$ cat config.mk
export PLATFORM = sky130hd
export DESIGN_NAME = dht11_us_tick
export DESIGN_NICKNAME = d
export VERILOG_FILES = /design/src/rtl/dht11_us_tick.sv
export SDC_FILE = /design/constraint.sdc
export NUM_CORES = 1
export LEC_CHECK = 0
export ABC_AREA = 0
export ABC_CLOCK_PERIOD_IN_PS = 3300
export CAP_MARGIN = 30
export CORE_AREA = 2 2 39 41
export CTS_BUF_LIST = sky130_fd_sc_hd__clkbuf_4 sky130_fd_sc_hd__clkbuf_8
export CTS_CLUSTER_DIAMETER = 200
export DETAILED_ROUTE_END_ITERATION = 8
export DIE_AREA = 0 0 41 43
export SYNTH_ARGS = -nofsm -noshare
export SYNTH_HDL_FRONTEND = slang
export SYNTH_SLANG_ARGS = --single-unit
$ cat constraint.sdc
create_clock -name clk -period 3.3 [get_ports clk]
set_clock_uncertainty 0.05 [all_clocks]
set_input_delay 0.66 -clock clk [delete_from_list [all_inputs] [get_ports clk]]
set_output_delay 0.66 -clock clk [all_outputs]
set_load 0.02 [all_outputs]
$ cat src/rtl/dht11_us_tick.sv
// Free-running CLK_DIV divider producing a one-clk enable every microsecond.
module dht11_us_tick #(
  parameter int unsigned CLK_DIV = 50
) (
  input  logic clk,
  input  logic rst_n,
  output logic tick
);

  localparam int unsigned W = (CLK_DIV > 1) ? $clog2(CLK_DIV) : 1;

  logic [W-1:0] div_q, div_d;

  assign tick = (div_q == W'(CLK_DIV - 1));

  // Wrap the divider on the tick cycle.
  always_comb begin
    div_d = tick ? '0 : div_q + 1'b1;
  end

  // Divider register.
  always_ff @(posedge clk or negedge rst_n) begin
    if (!rst_n) div_q <= '0;
    else        div_q <= div_d;
  end

endmodule

==> Word-level counts from Yosys, hierarchy flattened <==
Index checks and enable logic that the tools add are counted.
{ "word_totals": {"regBits": 6, "latchBits": 0, "ramBits": 0, "romBits": 0, "in_bits": 2, "output_inout_bits": 1, "wordCells": 4, "n_memories": 0} }
{ "op_classes": {"add_sub_neg": 1, "mul": 0, "n_div": 0, "n_lt_le_gt_ge": 0, "eq_ne": 1, "shift": 0, "n_mux": 1, "bitwise_logic": 0, "reduce_logical": 0} }
{ "ops": {"columns": ["cell", "count"], "rows": [
  ["$add A6 B1 Y6 const B", 1],
  ["$eq A6 B6 Y1 const B", 1],
  ["$mux W6", 1]
]} }

==> Longest topological paths before layout <==
{ "logic_depth": {"depth_word": 2, "depth_mapped": 6, "ltp_nobuf": 5} }

==> Worst setup path after synthesis <==
Ideal clock, no wire load.
{ "synth_timing": {"path_kind": "reg-to-output", "from": "register div_q[1]", "to": "output port tick", "arrival_time_ns": 1.050, "t_required_ns": 2.590, "path_slack_ns": 1.540, "path_stages_with_launch": 6, "n_path_buf": 1, "cell_sequence": "dfrtp_1 -> inv_1 -> ha_1 -> nor2b_1 -> and4b_1 -> clkbuf_2"} }
{ "synth_between": {"elab_chain_len": 1} }
{ "synth_lines": {"columns": ["element", "line", "rtl"], "rows": [
  ["start, declared", "12", "logic [W-1:0] div_q, div_d;"],
  ["start signal, assigned", "24", "else div_q <= div_d;"],
  ["$eq A6 B6 Y1", "14", "assign tick = (div_q == W'(CLK_DIV - 1));"],
  ["end, declared", "7", "output logic tick"]
]} }
Every way passes these cells.

==> Final worst setup path <==
Ends and elaborated chain as after synthesis.

==> impl_metrics.py <==
metrics = {
    "clock_network": {
        "clock_tree.root_cell": "clkbuf_4",
        "cts_buffer_depth": 2,
        "cts_tree": "yes",
        "cts_hold_buf": 0,
        "h-tree-depth": 1,
        "cts_made_buffers": 3,
        "cts_sinks": 6,
        "ctsResizeCount": 0,
        "insertion_delay_ps": 230,
        "cts_setup_buffers": 0,
        "path_clk_slew_ps": 40,
    },
    "placement": {
        "gp_congestion": 0.696,
        "pre_cts_slack_ps": 907,
        "dp.cells": 43,
        "postPlaceCellArea_um2": 320,
        "detailed_place_hpwl_um": 319,
        "port_buffers": 2,
    },
    "worst_setup_path": {
        "startpoint_type": "flip-flop",
        "cp.buffers_inverters": 2,
        "path_class": "flip-flop to output port",
        "ff2ff_path_depth": 5,
        "required_ps": 2590,
        "r2r_slack_ps": 2000,
        "path_delay_family": "buffers and inverters",
        "worstReg2RegStart": "div_q[1]",
        "r2r_end": "div_q[4]",
        "cpMaxStageDelayCell": "clkdlybuf4s50_1",
        "crit_chain": "inv_1 > ha_1 > nor2b_1 > and4b_1 > clkdlybuf4s50_1",
        "endpoint_kind": "output port",
        "crit_path_max_fanout": 5,
        "cpPeakStageDelay_ps": 630,
        "cp.arrival_ps": 1920,
    },
    "sta": {
        "worst_slack_ps": 671,
        "tightest_slew_ps": 276,
        "relSlewSlack": 0.815,
        "hold_violations": 0,
        "finalCritPeriodShare": 0.797,
        "maxSlewViolCount": 0,
        "rsz0062_at_grt": "no",
        "clock.fmax_ghz": 0.380,
        "setup_violations": 0,
        "period_needed_ps": 2630,
        "tns_ps": 0,
    },
    "global_route": {
        "overflow": 0,
        "grtUsageTotal": 0.0729,
        "antenna_found_initial": 0,
        "grt_max_degree": 7,
        "grt_pass1_vias": 201,
        "grt_first_pass_wirelength_um": 759,
    },
    "floorplanning": {
        "die_width_um": 41,
        "num_rows": 14,
        "core_um2": 1380,
        "initial_core_util": 0.206,
        "die_y_um": 43,
        "ios": 3,
        "die_area_um2": 1760,
    },
    "yosys": {
        "synth_cell_types": 16,
        "ys_ff_latch": 6,
        "yosysSeqAreaShare": 0.526,
        "synth.net_count": 30,
        "synthCells": 26,
        "netlist_area_um2": 285,
        "syn_area_per_cell_um2": 11.0,
        "ys.warnings.count": 0,
    },
    "routing": {
        "routed_via_density": 3.98,
        "drt_iter0_markers": 0,
        "ant_nets": 0,
        "drc": 0,
        "post_drt_wl_per_cell_um": 9.26,
        "vias": 183,
        "dr.pass1.iters": 1,
        "totalWireLength_um": 426,
    },
    "worst_hold_path": {
        "whs_path_depth": 1,
        "min_path_type": "flip-flop to flip-flop",
        "min_to": "div_q[0]",
        "hold_start": "div_q[0]",
    },
    "power_and_ir_drop": {
        "p_per_area_nw_per_um2": 406,
        "leakage_nw": 0.142,
        "finalPower_uw": 139,
        "ir_drop_mv": 0.161,
    },
    "cells_and_area": {
        "seq_area_um2": 150,
        "final_cells": 46,
        "regMostFlops": "div_q",
        "largest_reg_flops": 6,
        "largest_registers": "div_q (6)",
        "fill_cells": 140,
        "multi_input_area_um2": 126,
        "finish.instance_area_um2": 343,
        "drive_gt1_frac": 0.133,
        "synthToLayoutAreaGrowth_pct": 20.2,
        "num-nets-final": 36,
        "n_antenna_cell": 0,
    },
    "run_status": {
        "status": "finished clean",
    },
    "job": {
        "drv_cap": 0,
    },
}
routing by layer:
layer | track usage | vias to the layer above | routed length [µm]
li1 | - | 96 | -
met3 | 0.0314 | 2 | 7
met2 | 0.0875 | 1 | 209
met1 | 0.0762 | 84 | 199
met4 | 0.100 | 0 | 10
met5 | 0 | - | 0
final cells by class:
type	count	share of cell area
flip-flops and latches	6	0.438
multi-input cells	18	0.369
clock buffers	3	0.0657
repair buffers	2	0.0584
well taps	16	0.0584
inverters	1	0.0109
cells by family after synthesis:
| family | after synthesis | share of synthesized area |
|---|---|---|
| and+or+nand+nor | 11 | 0.215 |
| DFF | 6 | 0.526 |
| xor gates and xnor gates | 3 | 0.0921 |
| AOI/OAI and AO/OA | 2 | 0.0482 |
| buffers and inverters | 2 | 0.0307 |
| adders and majority gates | 2 | 0.0877 |
metrics by stage:
step | hold WS, ps | util
global route | 513 | 0.248
finish | 459 | 0.248
CTS | 462 | 0.248
floorplan | 314 | -
global placement | 453 | 0.231
detailed placement | 459 | 0.231
synth_stat cells:
master	instances	share of area
a211o_1	1	0.031
and3_1	1	0.022
and4b_1	1	0.035
clkbuf_2	1	0.018
dfrtp_1	6	0.53
ha_1	2	0.088
inv_1	1	0.013
nand2_1	1	0.013
nand3_1	1	0.018
nand3_2	1	0.035
nor2_1	4	0.053
nor2b_1	1	0.022
nor3_1	1	0.018
o21ai_0	1	0.018
xnor2_1	2	0.061
xor2_1	1	0.031
layout by cell type (no fill, tap or decap), types with 2 or more instances in the layout:
cell type,count
ha_1,2
clkbuf_4,3
clkdlybuf4s50_1,2
nor2_1,4
xnor2_1,2
dfrtp_1,6
power breakdown:
group | internal (mW) | leakage, nW | switching (mW)
combinational | 0.00105 | 0.0584 | 0.00137
sequential | 0.0739 | 0.0697 | 0
clock | 0.0408 | 0.0138 | 0.0221
worst max-delay path by stage:
stage               endpoint  cells past startpoint  slack, ps     start
floorplan               tick                      5       1540  div_q[1]
global placement        tick                      5        930  div_q[1]
detailed placement      tick                      5        910  div_q[1]
CTS                     tick                      5        640  div_q[1]
global route            tick                      5        530  div_q[1]
finish                  tick                      5        670  div_q[1]
Power figures use the tool's default switching activity.
